File: config.mk
export PLATFORM = sky130hd
export DESIGN_NAME = transformation_scheduler
export DESIGN_NICKNAME = d
export VERILOG_FILES = /design/src/rtl/gcn_transform_pkg.sv /design/src/rtl/transformation_scheduler_weight_col_counter.sv /design/src/rtl/transformation_scheduler.sv
export SDC_FILE = /design/constraint.sdc
export NUM_CORES = 1
export LEC_CHECK = 0
export ABC_AREA = 0
export CORE_ASPECT_RATIO = 0.6
export CORE_MARGIN = 2
export CORE_UTILIZATION = 35
export CTS_CLUSTER_DIAMETER = 120
export DETAILED_ROUTE_END_ITERATION = 12
export PLACE_DENSITY_LB_ADDON = 0.3
export SYNTH_ARGS = -nofsm -noshare
export SYNTH_HDL_FRONTEND = slang
export SYNTH_SLANG_ARGS = --single-unit
File: constraint.sdc
create_clock -name clk -period 6.5 [get_ports clk]
set_input_delay 1.625 -clock clk [delete_from_list [all_inputs] [get_ports clk]]
set_output_delay 1.625 -clock clk [all_outputs]
set_load 0.005 [all_outputs]
File: src/rtl/gcn_transform_pkg.sv
// Shared types and width helpers for the GCN feature/weight transformation
// scheduler and its column counter.
package gcn_transform_pkg;

  typedef enum logic [2:0] {
    IDLE,
    LOAD_W,
    COMPUTE,
    DRAIN,
    EMIT,
    DONE
  } state_t;

  function automatic int idx_w(input int n);
    return (n > 1) ? $clog2(n) : 1;
  endfunction

  function automatic int addr_w(input int n);
    return (n > 1) ? $clog2(n) : 1;
  endfunction

endpackage

File: src/rtl/transformation_scheduler_weight_col_counter.sv
// Weight-column counter: clears on request, steps on incr, saturates at N-1.
module weight_col_counter
  import gcn_transform_pkg::*;
#(
  parameter int  N = 3,
  localparam int W = idx_w(N)
) (
  input  logic         clk,
  input  logic         reset,
  input  logic         clear,
  input  logic         incr,
  output logic [W-1:0] count
);

  localparam logic [W-1:0] LAST = W'(N - 1);

  always_ff @(posedge clk) begin
    if (!reset) begin
      count <= '0;
    end else if (clear) begin
      count <= '0;
    end else if (incr && count != LAST) begin
      count <= count + 1'b1;
    end
  end

endmodule

File: src/rtl/transformation_scheduler.sv
// Sequences weight-column loads and per-row feature MACs for one
// feature x weight matrix product, emitting one result per (row, column).
module transformation_scheduler
  import gcn_transform_pkg::*;
#(
  parameter int  FEATURE_ROWS = 4,
  parameter int  FEATURE_COLS = 3,
  parameter int  WEIGHT_COLS  = 3,
  localparam int ROW_W = idx_w(FEATURE_ROWS),
  localparam int K_W   = idx_w(FEATURE_COLS),
  localparam int COL_W = idx_w(WEIGHT_COLS),
  localparam int FA_W  = addr_w(FEATURE_ROWS * FEATURE_COLS),
  localparam int WA_W  = addr_w(FEATURE_COLS * WEIGHT_COLS)
) (
  input  logic             clk,
  input  logic             reset,
  input  logic             start,
  output logic             busy,
  output logic             done,
  output logic             weight_rd_en,
  output logic [WA_W-1:0]  weight_rd_addr,
  output logic             wbuf_wr_en,
  output logic [K_W-1:0]   wbuf_idx,
  output logic             feat_rd_en,
  output logic [FA_W-1:0]  feat_rd_addr,
  output logic             mac_en,
  output logic [K_W-1:0]   mac_k,
  output logic             mac_clear,
  output logic             out_valid,
  input  logic             out_ready,
  output logic [ROW_W-1:0] out_row,
  output logic [COL_W-1:0] weight_count
);

  localparam logic [ROW_W-1:0] ROW_LAST = ROW_W'(FEATURE_ROWS - 1);
  localparam logic [K_W-1:0]   K_LAST   = K_W'(FEATURE_COLS - 1);
  localparam logic [COL_W-1:0] COL_LAST = COL_W'(WEIGHT_COLS - 1);

  state_t           state, state_n;
  logic [ROW_W-1:0] row;
  logic [K_W-1:0]   k;
  logic [COL_W-1:0] col;

  logic launch, accept;
  logic k_last, row_last, col_last;
  logic col_clear, col_incr;

  assign launch   = (state == IDLE) && start;
  assign accept   = (state == EMIT) && out_ready;
  assign k_last   = (k == K_LAST);
  assign row_last = (row == ROW_LAST);
  assign col_last = (col == COL_LAST);

  always_ff @(posedge clk) begin
    if (!reset) state <= IDLE;
    else        state <= state_n;
  end

  always_comb begin
    state_n = state;
    unique case (state)
      IDLE:    if (start) state_n = LOAD_W;
      LOAD_W:  if (k_last) state_n = COMPUTE;
      COMPUTE: if (k_last) state_n = DRAIN;
      DRAIN:   state_n = EMIT;
      EMIT: begin
        if (out_ready) begin
          if (!row_last)      state_n = COMPUTE;
          else if (!col_last) state_n = LOAD_W;
          else                state_n = DONE;
        end
      end
      DONE:    state_n = IDLE;
      default: state_n = IDLE;
    endcase
  end

  always_ff @(posedge clk) begin
    if (!reset) begin
      k   <= '0;
      row <= '0;
    end else begin
      if (launch) begin
        k <= '0;
      end else if (state == LOAD_W || state == COMPUTE) begin
        k <= k_last ? '0 : k + 1'b1;
      end
      if (launch) begin
        row <= '0;
      end else if (accept) begin
        row <= row_last ? '0 : row + 1'b1;
      end
    end
  end

  // Column only advances once every row has consumed the loaded weights.
  assign col_clear = launch || (state == DONE);
  assign col_incr  = accept && row_last && !col_last;

  weight_col_counter #(
    .N(WEIGHT_COLS)
  ) u_col (
    .clk  (clk),
    .reset(reset),
    .clear(col_clear),
    .incr (col_incr),
    .count(col)
  );

  assign busy         = (state != IDLE);
  assign done         = (state == DONE);
  assign out_valid    = (state == EMIT);
  assign out_row      = row;
  assign weight_count = col;
  assign weight_rd_en = (state == LOAD_W);
  assign feat_rd_en   = (state == COMPUTE);

  assign weight_rd_addr = weight_rd_en
    ? WA_W'(k) * WA_W'(WEIGHT_COLS) + WA_W'(col) : '0;
  assign feat_rd_addr = feat_rd_en
    ? FA_W'(row) * FA_W'(FEATURE_COLS) + FA_W'(k) : '0;

  // Memory returns data one cycle after the read strobe.
  always_ff @(posedge clk) begin
    if (!reset) begin
      wbuf_wr_en <= 1'b0;
      wbuf_idx   <= '0;
      mac_en     <= 1'b0;
      mac_k      <= '0;
    end else begin
      wbuf_wr_en <= weight_rd_en;
      wbuf_idx   <= weight_rd_en ? k : '0;
      mac_en     <= feat_rd_en;
      mac_k      <= feat_rd_en ? k : '0;
    end
  end

  assign mac_clear = mac_en && (mac_k == '0);

endmodule

### Yosys cells after proc, flatten, opt, wreduce, memory -nomap -nowiden

Cells that the tools add are included.

| word-level totals | value |
|---|---|
| register bits after elaboration | 15 |
| output and inout port bits | 24 |

| operators by class | value |
|---|---|
| $add $sub $neg | 5 |
| equality and inequality tests | 13 |
| muxes and demuxes | 11 |
| multiply operators | 2 |
| reduce and logical (&&, ||, !) cells | 17 |
| bitwise gates (word level) | 1 |

Operators with widths:

| kind | count |
|---|---|
| 3-bit 2-to-1 mux | 6 |
| 3-bit case mux with 5 select lines | 1 |
| 4-bit by 2-bit adder with 4-bit output | 2 |
| 2-bit by 2-bit multiplier with 4-bit output, second input constant | 2 |
| 4-bit 2-to-1 mux | 2 |
| 2-bit by 1-bit adder with 2-bit output, second input constant | 3 |
| 2-bit equality test, second input constant | 3 |
| 3-bit by 2-bit equality test with 1-bit output, second input constant | 2 |
| 3-bit equality test, second input constant | 2 |
| 1-bit logical AND | 6 |
| 2-bit by 1-bit inequality test with 1-bit output, second input constant | 3 |
| 2-bit 2-to-1 mux | 2 |
| 2-bit inequality test, second input constant | 2 |
| 2-bit AND reduction | 2 |
| 4-bit AND reduction | 1 |
| 2-bit OR reduction | 2 |
| 3-bit by 1-bit equality test with 1-bit output, second input constant | 1 |
| 3-bit zero test | 1 |
| 3-bit nonzero test | 1 |
| 2-bit zero test | 1 |
| 1-bit logical OR | 2 |
| 1-bit zero test | 1 |
| 1-bit inverter | 1 |

### Logic depth before layout (Yosys ltp)

| logic depth | value |
|---|---|
| depth after elaboration | 5 |
| mapped depth | 5 |
| depth with buffers taken out | 5 |

### By module

A second synthesis with hierarchy kept.

| unflattened totals | value |
|---|---|
| cell total of the unflattened synthesis | 102 |
| area total of the unflattened synthesis | 1,003.5 µm² |

Modules (own cells, without submodules):

| module | instances | area an instance (µm²) | cells each |
|---|---|---|---|
| transformation_scheduler | 1 | 895.9 | 92 |
| weight_col_counter | 1 | 107.6 | 10 |

### Worst setup path before layout

Ideal clock, no wire load.

| timing | value |
|---|---|
| kind | flip-flop to output port |
| from | reg k[1] |
| to | out feat_rd_addr[2] |
| path slack | 3,151 ps |
| buffers on the path | 0 |
| data required time | 4,875 ps |
| stages on the path, launching flop included | 5 |
| data arrival time | 1,724 ps |
| path through | dfxtp_1 fa_1 ha_1 fa_1 and3_1 |

| between the ends | value |
|---|---|
| longest elaborated chain between the ends | 2 |

RTL lines:

| what | line | text |
|---|---|---|
| start: declaration | transformation_scheduler.sv:41 | `logic [K_W-1:0] k;` |
| start signal: assignment | transformation_scheduler.sv:86 | `k <= k_last ? '0 : k + 1'b1;` |
| 4-bit by 2-bit adder with 4-bit output | transformation_scheduler.sv:121 | `? FA_W'(row) * FA_W'(FEATURE_COLS) + FA_W'(k) : '0;` |
| 4-bit 2-to-1 mux | transformation_scheduler.sv:121 |  |
| end: declaration | transformation_scheduler.sv:25 | `output logic [FA_W-1:0] feat_rd_addr,` |

No other way between the ends.

### Worst setup path in the final report

Ends and elaborated chain as after synthesis.

==> impl_metrics.csv <==
group,metric,value,unit
sta,hold_viol,0,
routing,drtIter0Drc,15,
sta,timing.final.crit_share,0.645,
global_routing,grt_pass1_wl,3350,um
global_routing,gr-usage-met2,0.217,
power,switchingPower,44.9,uW
min_path,worstHoldStart,"u_col.count[1]$_SDFFE_PP0P_",
clock_network,postCtsSetupRepairBufs,0,
logic_synthesis,syn_nets,116,
logic_synthesis,yosysTopAreaCellShare,0.319,
sta,finClkSkew,0.00528,ns
logic_synthesis,synth_warnings,0,
floorplan,die_h,44.2,um
global_routing,use_met1,0.180,
setup_path,slowest_stage,"dfxtp_1",
clock_network,cts-buffers-inserted,3,
min_path,min_path_type,"reg -> reg",
finish,diodes,0,
logic_synthesis,ys_types,29,
logic_synthesis,synthTopCellsByArea,"dfxtp_1, ha_1, fa_1",
clock_network,clk_pin_slew_worst_paths,0.06,ns
global_routing,grt.busiest_layer,"met2",
finish,final_layout_size_suffix_gt1_frac,0.0556,
logic_synthesis,yosys.area.top_type,"dfxtp_1",
setup_path,rr_endpoint,"u_col.count[0]$_SDFFE_PP0P_",
sta,slew_violations,0,
finish,nFillCells,246,
setup_path,arrival,2.57,ns
placement,io_buffers,27,
clock_network,cts_resized,0,
logic_synthesis,yosysSeqAreaShare,0.319,
floorplan,fp.dieArea,3130,um2
placement,place_ws,2.55,ns
floorplan,start_util,0.373,
logic_synthesis,synth.cell_area,941,um2
job,drv_cap,0,
setup_path,max_stage_delay,0.50,ns
logic_synthesis,synth_edf_count,0,
logic_synthesis,syn_area_per_cell,9.50,um2
routing,viasPerCell,4.94,
placement,dp_hpwl,1580,um
global_routing,grtUsageMet3,0.0615,
global_routing,grt_pass1_vias,723,
routing,via_count,780,
clock_network,clk_latency,0.25,ns
clock_network,cts.sinks,15,
clock_network,cts_tree,"done",
setup_path,critPathMostFrequentCell,"fa_1",
setup_path,worstPathMaxFanout,8,
logic_synthesis,synth-async-reset-ratio,0,
power,power.internal,148,uW
floorplan,core,2520,um2
setup_path,worst-setup-path-type,"reg -> out",
power,power_frac_seq,0.505,
power,p_clk_frac,0.394,
placement,dp.cells,154,
setup_path,cp-start-kind,"register",
power,vdd_drop_max,88.5,uV
sta,rsz0062_at_grt,"no",
setup_path,endpoint_kind,"primary output",
sta,tightest_slew,0.614,ns
setup_path,cp_cell_sequence,"fa_1, ha_1, fa_1, and3_1, clkdlybuf4s50_1",
setup_path,critical_path.top_delay_family,"adder cells",
outcome,outcome,"complete, no violations",
power,powerDensity,151,nW/um2
global_routing,antenna_found_initial,0,
placement,place.gp.congestion,0.789,
setup_path,ff2ff_setup_slack,4.95,ns
floorplan,row_count,14,
floorplan,num_io_pins,28,
global_routing,grt.total_usage,0.139,
logic_synthesis,ys_seq_elements,15,
sta,timing.fmax,238,MHz
routing,wl_per_cell,12.8,um
logic_synthesis,synth_ff_type,"dfxtp_1",
power,p_leak,0.000525,uW
finish,nNetsFinal,144,
global_routing,grt-ovfl-total,0,
clock_network,ctsHoldBuffers,0,
floorplan,die_w,70.9,um
min_path,hold_end,"u_col.count[1]$_SDFFE_PP0P_",
sta,setup-violations-final,0,
global_routing,grt_start_max_net_pins,21,
setup_path,cp.buffers_inverters,1,
setup_path,r2r_cells,3,
clock_network,ctsLongestPathBuffers,2,
sta,fin_crit,4.20,ns
routing,first_pass_iters,4,
sta,fin_tns_setup,0,ns
setup_path,required,4.88,ns
power,p_sw_frac,0.233,
clock_network,root_buffer,"clkbuf_8",
finish,syn_to_final_growth,35.6,%
finish,fin_cells,158,
clock_network,htreeDepth,1,
sta,layout_setup_ws,2.30,ns
routing,antenna_left,0,
sta,slew_headroom,0.590,
setup_path,r2r-start,"state[1]$_SDFFE_PN0P_",
power,power_frac_comb,0.101,
logic_synthesis,synthCells,99,
min_path,hold_depth,2,
routing,route.detailed.drc,0,
routing,drt-total-wl,2030,um
sta,hold_slack,0.563,ns
[layout make-up]
class	count	area, um2	area share
Sequential cell	15	300	0.235
Inverter	6	22.5	0.0176
Clock buffer	4	45.0	0.0353
Timing Repair Buffer	27	270	0.212
Tap cell	32	40.0	0.0314
Multi-Input combinational cell	74	598	0.469
[flip-flops by register name, summed over array words and instances, names as in the netlist]
register,cells
mac_k,2
wbuf_wr_en,1
mac_en,1
out_row,2
state,3
wbuf_idx,2
k,2
u_col.count,2
[tightest hold or removal path, cell delays in order (launching register included)]
cell and delay [ns]:
dfxtp_1 0.36, o21ai_0 0.09, a211oi_1 0.07
[layout by cell type (no fill, tap or decap), drive strengths merged, types with 4 or more instances in the layout]
| master | instances |
|---|---|
| a21oi | 7 |
| and2 | 8 |
| and3 | 7 |
| clkbuf | 4 |
| clkdlybuf4s50 | 27 |
| dfxtp | 15 |
| fa | 4 |
| ha | 9 |
| inv | 6 |
| nand2 | 5 |
| nor3b | 4 |
| o21ai | 5 |
| or3 | 5 |
[routing by layer]
| layer | part of all wire | up-vias |
|---|---|---|
| met5 | 0 | - |
| met4 | 0.0074 | 0 |
| met3 | 0.058 | 4 |
| met2 | 0.46 | 22 |
| met1 | 0.47 | 357 |
| li1 | - | 397 |
[worst max-delay path by stage]
stage,endpoint,start,cells after the start
global placement,feat_rd_addr[2],k[1]$_SDFFE_PP0P_,5
CTS,feat_rd_addr[2],k[1]$_SDFFE_PP0P_,5
finish,feat_rd_addr[2],k[1]$_SDFFE_PP0P_,5
detailed placement,feat_rd_addr[2],k[1]$_SDFFE_PP0P_,5
global route,feat_rd_addr[2],k[1]$_SDFFE_PP0P_,5
floorplan,feat_rd_addr[2],k[1]$_SDFFE_PP0P_,4
[through the flow]
stage	utilization	power, uW	instance area, um2
after floorplan	-	109	941
after global placement	0.488	118	1230
after detailed placement	0.488	119	1230
after CTS	0.506	195	1280
after global routing	0.506	204	1280
final	0.506	193	1280
[cell families after synthesis]
logic type,count (synthesis),synth area share
DFF,15,0.319
and+or+nand+nor,41,0.289
adders and majority gates,13,0.205
xor gates and xnor gates,2,0.0186
AOI/OAI and AO/OA,17,0.113
buffers and inverters,10,0.0452
muxes,1,0.0106
[cell usage after synthesis (2+ instances only)]
library cell,count
nor2_1,3
inv_1,6
or3_1,5
buf_2,4
nand3_1,3
ha_1,9
nand2b_1,2
dfxtp_1,15
and2_1,8
a21oi_1,7
o21ai_0,4
and3_1,7
nor3b_1,3
fa_1,4
nand2_1,5
[power by group through the flow]
stage	sequential [uW]	clock, uW	combinational (uW)
2_1_floorplan	97.4	0	11.9
3_3_place_gp	99.2	0	18.8
3_5_place_dp	99.4	0	19.6
4_1_cts	97.4	77.4	19.7
5_1_grt	97.9	84.5	21.7
6_report	97.4	76.0	19.5
(Power assumes the default switching activity.)
